--- config.mk ---
export PLATFORM = sky130hd
export DESIGN_NAME = pipeline_control_unit_flat
export DESIGN_NICKNAME = d
export VERILOG_FILES = /design/src/rtl/pipeline_control_unit_pkg.sv /design/src/rtl/pipeline_control_unit_if.sv /design/src/rtl/pipeline_control_unit_decoder.sv /design/src/rtl/pipeline_control_unit.sv /design/src/flat_wrapper.sv
export SDC_FILE = /design/constraint.sdc
export NUM_CORES = 1
export LEC_CHECK = 0
export CAP_MARGIN = 30
export CORE_ASPECT_RATIO = 0.8
export CORE_MARGIN = 3
export CORE_UTILIZATION = 47
export DETAILED_ROUTE_END_ITERATION = 12
export PLACE_DENSITY = 0.85
export SYNTH_ARGS = -nofsm -noshare
export SYNTH_HDL_FRONTEND = slang
export SYNTH_SLANG_ARGS = --single-unit
--- constraint.sdc ---
create_clock -name clock -period 2.7 [get_ports clock]
set_clock_uncertainty 0.05 [all_clocks]
set_input_delay 0.405 -clock clock [delete_from_list [all_inputs] [get_ports clock]]
set_output_delay 0.405 -clock clock [all_outputs]
set_load 0.01 [all_outputs]
--- src/rtl/pipeline_control_unit_pkg.sv ---
//------------------------------------------------------------------------------
// cpu_control_pkg : opcode/ALU encodings, control FSM states, control bundle
// Rev 1.0
//------------------------------------------------------------------------------
`default_nettype none

package cpu_control_pkg;

    localparam int OP_BITS = 4;

    localparam logic [OP_BITS-1:0] OP_NOP  = 4'h0;
    localparam logic [OP_BITS-1:0] OP_ADD  = 4'h1;
    localparam logic [OP_BITS-1:0] OP_SUB  = 4'h2;
    localparam logic [OP_BITS-1:0] OP_AND  = 4'h3;
    localparam logic [OP_BITS-1:0] OP_OR   = 4'h4;
    localparam logic [OP_BITS-1:0] OP_ADDI = 4'h5;
    localparam logic [OP_BITS-1:0] OP_SUBI = 4'h6;
    localparam logic [OP_BITS-1:0] OP_CMP  = 4'h7;
    localparam logic [OP_BITS-1:0] OP_LDR  = 4'h8;
    localparam logic [OP_BITS-1:0] OP_STR  = 4'h9;
    localparam logic [OP_BITS-1:0] OP_B    = 4'hA;
    localparam logic [OP_BITS-1:0] OP_BEQ  = 4'hB;
    localparam logic [OP_BITS-1:0] OP_BNE  = 4'hC;
    localparam logic [OP_BITS-1:0] OP_BLT  = 4'hD;
    localparam logic [OP_BITS-1:0] OP_JR   = 4'hE;
    localparam logic [OP_BITS-1:0] OP_HALT = 4'hF;

    localparam logic [2:0] ALU_ADD   = 3'b000;
    localparam logic [2:0] ALU_SUB   = 3'b001;
    localparam logic [2:0] ALU_AND   = 3'b010;
    localparam logic [2:0] ALU_OR    = 3'b011;
    localparam logic [2:0] ALU_PASSB = 3'b100;

    typedef enum logic [1:0] {
        CTRL_RUN    = 2'd0,
        CTRL_SHADOW = 2'd1,
        CTRL_HALT   = 2'd2
    } ctrl_state_e;

    typedef struct packed {
        logic       pcSel;
        logic       pcR1;
        logic       we;
        logic       wdm;
        logic       rsel;
        logic       d2sel;
        logic [2:0] alu;
    } ctrl_t;

endpackage

`default_nettype wire

--- src/rtl/pipeline_control_unit_if.sv ---
//------------------------------------------------------------------------------
// pipeline_control_unit_if : CPU <-> control unit signal bundle
// Rev 1.0
//------------------------------------------------------------------------------
`default_nettype none

interface pipeline_control_unit_if #(
    parameter int OPCODEWIDTH = 4
`ifdef PIPELINE_CONTROL_PERF_EN
    ,
    parameter int CNTWIDTH    = 32
`endif
);
    logic [OPCODEWIDTH-1:0] opcodeD;
    logic                   stallD;
    logic                   flushE;
    logic                   N;
    logic                   Z;
    logic                   V;
    logic                   C;
    logic                   PCSelectorFD;
    logic                   obtainPCAsR1DD;
    logic                   writeEnableDD;
    logic                   writeDataEnableMD;
    logic                   resultSelectorWBD;
    logic                   data2SelectorED;
    logic [2:0]             aluControlED;
    logic [3:0]             flags;
    logic                   halted;
`ifdef PIPELINE_CONTROL_PERF_EN
    logic [CNTWIDTH-1:0]    issuedCount;
    logic [CNTWIDTH-1:0]    squashCount;
    logic [CNTWIDTH-1:0]    stallCount;
`endif

    modport master (
        output opcodeD, stallD, flushE, N, Z, V, C,
        input  PCSelectorFD, obtainPCAsR1DD, writeEnableDD, writeDataEnableMD,
        input  resultSelectorWBD, data2SelectorED, aluControlED, flags, halted
`ifdef PIPELINE_CONTROL_PERF_EN
        ,
        input  issuedCount, squashCount, stallCount
`endif
    );

    modport slave (
        input  opcodeD, stallD, flushE, N, Z, V, C,
        output PCSelectorFD, obtainPCAsR1DD, writeEnableDD, writeDataEnableMD,
        output resultSelectorWBD, data2SelectorED, aluControlED, flags, halted
`ifdef PIPELINE_CONTROL_PERF_EN
        ,
        output issuedCount, squashCount, stallCount
`endif
    );

endinterface

`default_nettype wire

--- src/rtl/pipeline_control_unit_decoder.sv ---
//------------------------------------------------------------------------------
// control_decoder : combinational opcode + effective NZV -> control bundle
// Rev 1.0
//------------------------------------------------------------------------------
`default_nettype none

module control_decoder
    import cpu_control_pkg::*;
#(
    parameter int OPCODEWIDTH = 4
) (
    input  logic [OPCODEWIDTH-1:0] opcode,
    input  logic [2:0]             effNZV,
    output ctrl_t                  ctrl,
    output logic                   isTakenBranch,
    output logic                   isHalt,
    output logic                   isCmp
);

    localparam ctrl_t c_BRANCH = '{pcSel: 1'b1, pcR1: 1'b1, we: 1'b0, wdm: 1'b0,
                                   rsel: 1'b0, d2sel: 1'b1, alu: ALU_ADD};

    logic [OP_BITS-1:0] w_op;
    logic               w_condTaken;

    assign w_op = OP_BITS'(opcode);

    // effNZV = {N, Z, V}
    always_comb begin
        w_condTaken = 1'b0;
        case (w_op)
            OP_BEQ:  w_condTaken = effNZV[1];
            OP_BNE:  w_condTaken = ~effNZV[1];
            OP_BLT:  w_condTaken = effNZV[2] ^ effNZV[0];
            default: w_condTaken = 1'b0;
        endcase
    end

    always_comb begin
        ctrl          = '0;
        isTakenBranch = 1'b0;
        isHalt        = 1'b0;
        isCmp         = 1'b0;
        case (w_op)
            OP_ADD:  begin ctrl.we = 1'b1; ctrl.alu = ALU_ADD; end
            OP_SUB:  begin ctrl.we = 1'b1; ctrl.alu = ALU_SUB; end
            OP_AND:  begin ctrl.we = 1'b1; ctrl.alu = ALU_AND; end
            OP_OR:   begin ctrl.we = 1'b1; ctrl.alu = ALU_OR;  end
            OP_ADDI: begin ctrl.we = 1'b1; ctrl.d2sel = 1'b1; ctrl.alu = ALU_ADD; end
            OP_SUBI: begin ctrl.we = 1'b1; ctrl.d2sel = 1'b1; ctrl.alu = ALU_SUB; end
            OP_CMP:  begin ctrl.alu = ALU_SUB; isCmp = 1'b1; end
            OP_LDR:  begin ctrl.we = 1'b1; ctrl.d2sel = 1'b1; ctrl.rsel = 1'b1; ctrl.alu = ALU_ADD; end
            OP_STR:  begin ctrl.wdm = 1'b1; ctrl.d2sel = 1'b1; ctrl.alu = ALU_ADD; end
            OP_B:    begin ctrl = c_BRANCH; isTakenBranch = 1'b1; end
            OP_BEQ, OP_BNE, OP_BLT: begin
                if (w_condTaken) begin
                    ctrl          = c_BRANCH;
                    isTakenBranch = 1'b1;
                end
            end
            // Register-relative jump: operand 1 stays reg1, target = reg1 + imm
            OP_JR:   begin ctrl.pcSel = 1'b1; ctrl.d2sel = 1'b1; ctrl.alu = ALU_ADD; isTakenBranch = 1'b1; end
            OP_HALT: isHalt = 1'b1;
            default: ctrl = '0;
        endcase
    end

endmodule

`default_nettype wire

--- src/rtl/pipeline_control_unit.sv ---
//------------------------------------------------------------------------------
// pipeline_control_unit : decode control, NZVC flags, branch shadow, HALT.
// Optional perf counters under PIPELINE_CONTROL_PERF_EN.  Rev 1.0
//------------------------------------------------------------------------------
`default_nettype none

module pipeline_control_unit
    import cpu_control_pkg::*;
#(
    parameter int OPCODEWIDTH   = 4,
    parameter int BRANCH_SHADOW = 4
`ifdef PIPELINE_CONTROL_PERF_EN
    ,
    parameter int CNTWIDTH      = 32
`endif
) (
    input  logic                 clock,
    input  logic                 reset,
    pipeline_control_unit_if.slave bus
);

    localparam int CNT_W = $clog2(BRANCH_SHADOW + 1);

    ctrl_state_e      r_state;
    logic [CNT_W-1:0] r_cnt;
    logic [3:0]       r_flags;
    logic             r_cmpE;

    ctrl_t            w_decCtrl;
    ctrl_t            w_ctrl;
    logic             w_isTaken;
    logic             w_isHalt;
    logic             w_isCmp;
    logic [2:0]       w_effNZV;

    // Bypass live ALU flags when the CMP that produces them is in E right now
    assign w_effNZV = r_cmpE ? {bus.N, bus.Z, bus.V} : r_flags[3:1];

    control_decoder #(.OPCODEWIDTH(OPCODEWIDTH)) u_decoder (
        .opcode        (bus.opcodeD),
        .effNZV        (w_effNZV),
        .ctrl          (w_decCtrl),
        .isTakenBranch (w_isTaken),
        .isHalt        (w_isHalt),
        .isCmp         (w_isCmp)
    );

    always_comb begin
        w_ctrl = '0;
        if (reset && r_state == CTRL_RUN)
            w_ctrl = w_decCtrl;
    end

    always_ff @(posedge clock) begin
        if (!reset) begin
            r_state <= CTRL_RUN;
            r_cnt   <= '0;
            r_flags <= '0;
            r_cmpE  <= 1'b0;
        end else begin
            if (r_cmpE)
                r_flags <= {bus.N, bus.Z, bus.V, bus.C};
            r_cmpE <= w_isCmp && (r_state == CTRL_RUN) && !bus.stallD && !bus.flushE;
            case (r_state)
                CTRL_RUN: begin
                    if (!bus.stallD) begin
                        if (w_isTaken) begin
                            r_state <= CTRL_SHADOW;
                            r_cnt   <= CNT_W'(BRANCH_SHADOW - 1);
                        end else if (w_isHalt) begin
                            r_state <= CTRL_HALT;
                        end
                    end
                end
                CTRL_SHADOW: begin
                    if (!bus.stallD) begin
                        if (r_cnt == '0)
                            r_state <= CTRL_RUN;
                        else
                            r_cnt <= r_cnt - 1'b1;
                    end
                end
                CTRL_HALT: r_state <= CTRL_HALT;
                default:   r_state <= CTRL_RUN;
            endcase
        end
    end

`ifdef PIPELINE_CONTROL_PERF_EN
    logic [CNTWIDTH-1:0] r_issued;
    logic [CNTWIDTH-1:0] r_squash;
    logic [CNTWIDTH-1:0] r_stall;

    always_ff @(posedge clock) begin
        if (!reset) begin
            r_issued <= '0;
            r_squash <= '0;
            r_stall  <= '0;
        end else if (r_state != CTRL_HALT) begin
            if (r_state == CTRL_RUN && !bus.stallD && bus.opcodeD != OPCODEWIDTH'(OP_NOP))
                r_issued <= r_issued + 1'b1;
            if (r_state == CTRL_SHADOW && !bus.stallD)
                r_squash <= r_squash + 1'b1;
            if (bus.stallD)
                r_stall <= r_stall + 1'b1;
        end
    end

    assign bus.issuedCount = r_issued;
    assign bus.squashCount = r_squash;
    assign bus.stallCount  = r_stall;
`endif

    assign bus.PCSelectorFD      = w_ctrl.pcSel;
    assign bus.obtainPCAsR1DD    = w_ctrl.pcR1;
    assign bus.writeEnableDD     = w_ctrl.we;
    assign bus.writeDataEnableMD = w_ctrl.wdm;
    assign bus.resultSelectorWBD = w_ctrl.rsel;
    assign bus.data2SelectorED   = w_ctrl.d2sel;
    assign bus.aluControlED      = w_ctrl.alu;
    assign bus.flags             = r_flags;
    assign bus.halted            = (r_state == CTRL_HALT);

endmodule

`default_nettype wire

--- src/flat_wrapper.sv ---
// flat-port wrapper written by rule: the top's interface ports become plain ports
module pipeline_control_unit_flat import cpu_control_pkg::*;
#(
    parameter int OPCODEWIDTH   = 4,
    parameter int BRANCH_SHADOW = 4

)
  (clock, reset, bus_opcodeD, bus_stallD, bus_flushE, bus_N, bus_Z, bus_V, bus_C, bus_PCSelectorFD, bus_obtainPCAsR1DD, bus_writeEnableDD, bus_writeDataEnableMD, bus_resultSelectorWBD, bus_data2SelectorED, bus_aluControlED, bus_flags, bus_halted);
  pipeline_control_unit_if #(.OPCODEWIDTH(OPCODEWIDTH)) bus_i ();
  input  logic clock;
  input  logic reset;
  input wire logic [$bits(bus_i.opcodeD)-1:0] bus_opcodeD;
  input wire logic [$bits(bus_i.stallD)-1:0] bus_stallD;
  input wire logic [$bits(bus_i.flushE)-1:0] bus_flushE;
  input wire logic [$bits(bus_i.N)-1:0] bus_N;
  input wire logic [$bits(bus_i.Z)-1:0] bus_Z;
  input wire logic [$bits(bus_i.V)-1:0] bus_V;
  input wire logic [$bits(bus_i.C)-1:0] bus_C;
  output wire logic [$bits(bus_i.PCSelectorFD)-1:0] bus_PCSelectorFD;
  output wire logic [$bits(bus_i.obtainPCAsR1DD)-1:0] bus_obtainPCAsR1DD;
  output wire logic [$bits(bus_i.writeEnableDD)-1:0] bus_writeEnableDD;
  output wire logic [$bits(bus_i.writeDataEnableMD)-1:0] bus_writeDataEnableMD;
  output wire logic [$bits(bus_i.resultSelectorWBD)-1:0] bus_resultSelectorWBD;
  output wire logic [$bits(bus_i.data2SelectorED)-1:0] bus_data2SelectorED;
  output wire logic [$bits(bus_i.aluControlED)-1:0] bus_aluControlED;
  output wire logic [$bits(bus_i.flags)-1:0] bus_flags;
  output wire logic [$bits(bus_i.halted)-1:0] bus_halted;
  assign bus_i.opcodeD = bus_opcodeD;
  assign bus_i.stallD = bus_stallD;
  assign bus_i.flushE = bus_flushE;
  assign bus_i.N = bus_N;
  assign bus_i.Z = bus_Z;
  assign bus_i.V = bus_V;
  assign bus_i.C = bus_C;
  assign bus_PCSelectorFD = bus_i.PCSelectorFD;
  assign bus_obtainPCAsR1DD = bus_i.obtainPCAsR1DD;
  assign bus_writeEnableDD = bus_i.writeEnableDD;
  assign bus_writeDataEnableMD = bus_i.writeDataEnableMD;
  assign bus_resultSelectorWBD = bus_i.resultSelectorWBD;
  assign bus_data2SelectorED = bus_i.data2SelectorED;
  assign bus_aluControlED = bus_i.aluControlED;
  assign bus_flags = bus_i.flags;
  assign bus_halted = bus_i.halted;
  pipeline_control_unit #(.OPCODEWIDTH(OPCODEWIDTH), .BRANCH_SHADOW(BRANCH_SHADOW)) u_core (.clock(clock), .reset(reset), .bus(bus_i));
endmodule
After elaboration in Yosys (flattened, before gate mapping)
Cells that the tools add are included.
- divide/modulo/power cells: 0
- bitwise logic cells: 2
- shift-type cells: 0
- eq/ne operators: 23
- add/sub/neg operators: 1
- magnitude comparators: 0
- reductions and logical operators: 16
- multiplexer cells: 26
- multipliers: 0
- operators by type and width (kind ; number):
    $eq A4 B4 Y1 const B ; 8
    $mux W9 ; 2
    $eq A4 B3 Y1 const B ; 4
    $mux W3 ; 5
    $pmux W1 S2 ; 7
    $pmux W3 S4 ; 1
    $mux W2 ; 5
    $eq A4 B2 Y1 const B ; 2
    $ne A2 B2 Y1 const B ; 4
    $reduce_or A7 Y1 ; 1
    $pmux W2 S3 ; 1
    $pmux W3 S2 ; 1
    $reduce_or A3 Y1 ; 2
    $reduce_or A6 Y1 ; 1
    $reduce_and A5 Y1 ; 1
    $eq A4 B1 Y1 const B ; 1
    $logic_and A1 B1 Y1 ; 4
    $reduce_and A4 Y1 ; 1
    $logic_not A3 Y1 ; 1
    $mux W1 ; 3
    $ne A3 B3 Y1 const B ; 1
    $pmux W1 S3 ; 1
    $sub A3 B1 Y3 const B ; 1
    $eq A2 B1 Y1 const B ; 1
    other kinds (8) ; 9
- bits in latches: 0
- flip-flop bits (word level): 10
- output and inout bits: 14
- ROM bits: 0
- memories kept: 0
- logic and storage cells: 72
- memory bits (writable): 0
- input port bits: 12

Depth between registers and ports, before layout
- word-level depth: 8
- mapped depth: 7
- mapped depth without buffers: 7

By module
A second synthesis with hierarchy kept.
- cells, all modules: 105
- area total of the unflattened synthesis: 814.5 um^2
- by module, submodules not included (module ; cells an instance ; times used ; area each (um^2) ; seq. area each (um^2)):
    pipeline_control_unit ; 63 ; 1 ; 563.0 ; 200.2
    control_decoder ; 42 ; 1 ; 251.5 ; 0.0

Least setup slack after synthesis
Ideal clock, no wire load.
- path type: in2out
- from: in bus_opcodeD[0]
- to: out bus_data2SelectorED
- data arrival time: 1354 ps
- required time: 2245 ps
- stages: 5
- path buffers: 1
- setup slack: 891 ps
- cell sequence: buf_1 > nor2_1 > nor2b_1 > o21ai_0 > a311oi_1
- word-level cells in the longest chain between the ends: 5
- elaborated cells between the ends (all ways): 15
- those cells by class: eq/ne (9); mux (4); reduce/logical (2)
- ends and longest elaborated chain (what ; RTL line ; source):
    start: declaration ; flat_wrapper.sv:12 ; input wire logic [$bits(bus_i.opcodeD)-1:0] bus_opcodeD;
    $eq A4 B4 Y1 ; pipeline_control_unit_decoder.sv:31, pipeline_control_unit_decoder.sv:44 ;
    $pmux W1 S3 ; pipeline_control_unit_decoder.sv:31 ; case (w_op)
    $mux W9 ; pipeline_control_unit_decoder.sv:56 ; if (w_condTaken) begin
    $pmux W1 S2 * ; pipeline_control_unit_decoder.sv:44 ; case (w_op)
    $mux W9 * ; pipeline_control_unit.sv:50 ; if (reset && r_state == CTRL_RUN)
    end: declaration ; flat_wrapper.sv:24 ; output wire logic [$bits(bus_i.data2SelectorED)-1:0] bus_data2SelectorED;
Every way passes the cells marked *; elsewhere a longest branch is shown, timed or not.

Worst setup path in the final report
- from: in bus_N
- to: out bus_obtainPCAsR1DD
- word-level cells in the longest chain between the ends: 6
- ends and longest elaborated chain (what ; RTL line ; source):
    start: declaration ; flat_wrapper.sv:15 ; input wire logic [$bits(bus_i.N)-1:0] bus_N;
    $mux W3 ; pipeline_control_unit.sv:37 ; assign w_effNZV = r_cmpE ? {bus.N, bus.Z, bus.V} : r_flags[3:1];
    $xor A1 B1 Y1 ; pipeline_control_unit_decoder.sv:34 ; OP_BLT: w_condTaken = effNZV[2] ^ effNZV[0];
    $pmux W1 S3 ; pipeline_control_unit_decoder.sv:31 ;
    $mux W9 ; pipeline_control_unit_decoder.sv:56 ;
    $pmux W1 S2 ; pipeline_control_unit_decoder.sv:44 ;
    $mux W9 ; pipeline_control_unit.sv:50 ;
    end: declaration ; flat_wrapper.sv:20 ; output wire logic [$bits(bus_i.obtainPCAsR1DD)-1:0] bus_obtainPCAsR1DD;
No other way between the ends.

==> impl_metrics.toml <==
[clocking]
cts_sinks = 10
clock_tree_from_tritoncts = "yes"
cts_hold_buffers = 0
post_cts_gate_resize_count = 0
clkLatencyLatePin_ns = 0.26
cts_max_path_buffers = 2
cts.reportedPaths.clkPinSlew_ns = 0.07
tritoncts.num_buffers = 3
cts_htree_levels = 1
cts.repair_timing.setup_buffer_count = 0
cts.root.buffer_cell = "sky130_fd_sc_hd__clkbuf_4"

[pwr]
vdd_ir_drop_max_mv = 0.284
power.sequential.fraction_pct = 39.2
power_switching_mw = 0.111
comb_power_share_pct = 27.3
share_clk_of_total_power_pct = 33.5
switching_portion_of_total_power_pct = 27.6
internal_power_mw = 0.291
power.density_cell_area_mw_per_mm2 = 360
total_power_mw = 0.401
power.static_leakage_nw = 0.445

[synth]
yosysSeqAreaShare_pct = 26.0
synth.largest_area_cell = "sky130_fd_sc_hd__dfxtp_1"
avgSynthCellArea_sq_um = 7.79
number_of_different_library_cells_in_the_post_synthesis_netlist = 39
synth_area_sq_um = 771
yosysWarnings = 0
postSynthRegisterBits = 10
postSynth.topFlopCell = "sky130_fd_sc_hd__dfxtp_1"
synth_top_area_share_pct = 26.0
ys_async_sr_fraction_pct = 0
synth-edff-count = 0
synthesis.instances = 99
synthTopCellsByArea = "sky130_fd_sc_hd__dfxtp_1, sky130_fd_sc_hd__a21oi_1, sky130_fd_sc_hd__mux2i_1"
synthesis.nets = 113

[timing]
final-max-slew-violation-count = 0
setup_total_negative_slack_ns = 0
final_setup_violating_endpoints = 0
grt_setup_unrepaired = "false"
layout_min_cycle_time_ns = 2.58
fmax_mhz = 387
period_share_pct = 95.7
finalHoldViolations = 0

[critical_path]
required_ns = 2.25
worstPathCellList = "clkdlybuf4s50_1, xnor2_1, mux2i_2, a21oi_1, o22ai_1, nor2b_1, clkdlybuf4s50_1"
critical_path_arrival_ns = 2.13
worstPathBufferInverterCount = 2
critPathLaunchType = "input port"
setup.worst_path.end_class = "output port"
critical-path-top-delay-family = "buffers and inverters"
path_max_fanout = 3
timing.critical_path.mode_cell = "sky130_fd_sc_hd__clkdlybuf4s50_1"
worstSetupPathType = "input port to output port"
critical-path-max-stage-delay_ns = 0.54
cpMaxStageDelayCell = "sky130_fd_sc_hd__clkdlybuf4s50_1"

[grt]
global_route.usage.total_pct = 21.1
grt_max_degree = 10
grt_pass1_wl_um = 3570
sum_of_overflow_across_all_layers_after_global_routing = 0
grt_antenna_before_repair = 0
grt_pass1_vias = 809

[layout]
post_route_cells_drive_above_1_share_pct = 16.9
syn2layout_area_growth_pct = 44.8
inserted_diodes = 0
layout.nets = 145

[route]
drtIter0Drc = 34
total_wirelength_um = 2030
drt_drc_violations_left = 0
wire_per_inst_um = 13.4
antenna_left = 0
route.vias.total = 861
routed_via_density = 5.70
initial_drt_pass_iterations = 4

[floorplanning]
floorplan.core_area_sq_mm = 0.00146
std_cell_rows = 12
initial_standard_cell_utilization_of_the_core_pct = 52.9
die_area_sq_mm = 0.00216
floorplan.die.height_um = 42.2
floorplan.io_pins = 26
floorplan.die.width_um = 51.3

[place]
routability_congestion = 0.846
io_buffers = 24
detailed_place_hpwl_um = 1590

[hold_path]
timing.hold.worst.class = "flop to flop"

[outcome]
result_of_the_run = "complete, no violations"

[job]
max-cap-violations = 0
==> cell type report <==
| cell class | instances | area, sq um |
|---|---|---|
| Sequential cell | 10 | 201 |
| Timing Repair Buffer | 33 | 313 |
| Multi-Input combinational cell | 77 | 517 |
| Inverter | 6 | 22.5 |
| Tap cell | 21 | 26.3 |
| Fill cell | 114 | 340 |
| Clock buffer | 4 | 36.3 |
==> cells by family after synthesis <==
group / count (synthesis) / synth area share (%)
flip-flops: 10 / 26.0
XOR/XNOR: 2 / 2.27
buffers and inverters: 12 / 7.95
other: 1 / 0.487
AO/OA/AOI/OAI: 29 / 26.5
adder cells (fa/ha/maj): 2 / 3.25
multiplexers: 6 / 8.44
AND/OR/NAND/NOR: 37 / 25.2
==> cell usage after synthesis, types with 2 or more instances <==
library cell               number
sky130_fd_sc_hd__a21oi_1       10
sky130_fd_sc_hd__a41oi_1        3
sky130_fd_sc_hd__buf_4          2
sky130_fd_sc_hd__dfxtp_1       10
sky130_fd_sc_hd__ha_1           2
sky130_fd_sc_hd__inv_1          6
sky130_fd_sc_hd__mux2i_1        5
sky130_fd_sc_hd__nand2_1        8
sky130_fd_sc_hd__nand2b_1       5
sky130_fd_sc_hd__nor2_1        10
sky130_fd_sc_hd__nor2b_1        4
sky130_fd_sc_hd__nor3_1         4
sky130_fd_sc_hd__o21a_1         2
sky130_fd_sc_hd__o21ai_0        2
sky130_fd_sc_hd__xnor2_1        2
==> placed cells by master (no fill, tap or decap), types with 2 or more instances in the layout <==
master,netlist,layout
sky130_fd_sc_hd__clkbuf_4,0,3
sky130_fd_sc_hd__o21a_1,2,2
sky130_fd_sc_hd__nor3_1,4,4
sky130_fd_sc_hd__clkdlybuf4s50_1,0,22
sky130_fd_sc_hd__xnor2_1,2,2
sky130_fd_sc_hd__nor2b_1,4,4
sky130_fd_sc_hd__mux2i_2,0,2
sky130_fd_sc_hd__a21oi_1,10,10
sky130_fd_sc_hd__mux2i_1,5,3
sky130_fd_sc_hd__nand2_1,8,8
sky130_fd_sc_hd__buf_4,2,9
sky130_fd_sc_hd__nand2b_1,5,5
sky130_fd_sc_hd__nor2_1,10,10
sky130_fd_sc_hd__o21ai_0,2,2
sky130_fd_sc_hd__dlymetal6s2s_1,0,2
sky130_fd_sc_hd__ha_1,2,2
sky130_fd_sc_hd__inv_1,6,6
sky130_fd_sc_hd__a41oi_1,3,3
sky130_fd_sc_hd__dfxtp_1,10,9
==> metal layers <==
layer	GRT usage, %	vias to the layer above	wire length [um]
li1	-	415	-
met1	26.9	398	844
met2	35.0	43	968
met3	4.63	5	183
met4	6.81	0	31
met5	0	-	0
==> power groups by stage <==
stage | clock network (mW) | registers (mW) | logic (mW)
3_3_place_gp | 0 | 0.160 | 0.104
4_1_cts | 0.138 | 0.157 | 0.110
6_report | 0.134 | 0.157 | 0.110
3_5_place_dp | 0 | 0.160 | 0.108
2_1_floorplan | 0 | 0.159 | 0.0617
5_1_grt | 0.145 | 0.158 | 0.122
==> final timing paths <==
kind	endpoint	from	slack, ns	depth (start not counted)
worst min register to register	u_core.r_cnt[1]	u_core.r_cnt[1]	0.43	1
worst min-delay path	u_core.r_cnt[1]	u_core.r_cnt[1]	0.43	1
worst max-delay path	bus_obtainPCAsR1DD	bus_N	0.12	7
worst max register to register	u_core.r_cnt[2]	u_core.r_cmpE	0.81	6
==> metrics by stage <==
stage	instances	setup WS, ns	area (sq um)	util, %	hold slack (ns)
after floorplan	99	0.891	771	-	0.391
after global placement	147	0.0776	1070	73.2	0.400
after detailed placement	147	0.0117	1070	73.2	0.424
after CTS	151	0.0109	1100	75.7	0.440
after global routing	151	0.0115	1120	76.6	0.457
final	151	0.116	1120	76.6	0.433
==> sequential cells by signal, summed over array words and instances, names as in the netlist <==
register          count
u_core.bus.flags      4
u_core.r_cnt          3
u_core.r_state        2
u_core.r_cmpE         1
Note: power is estimated with default switching activity, not from simulation.
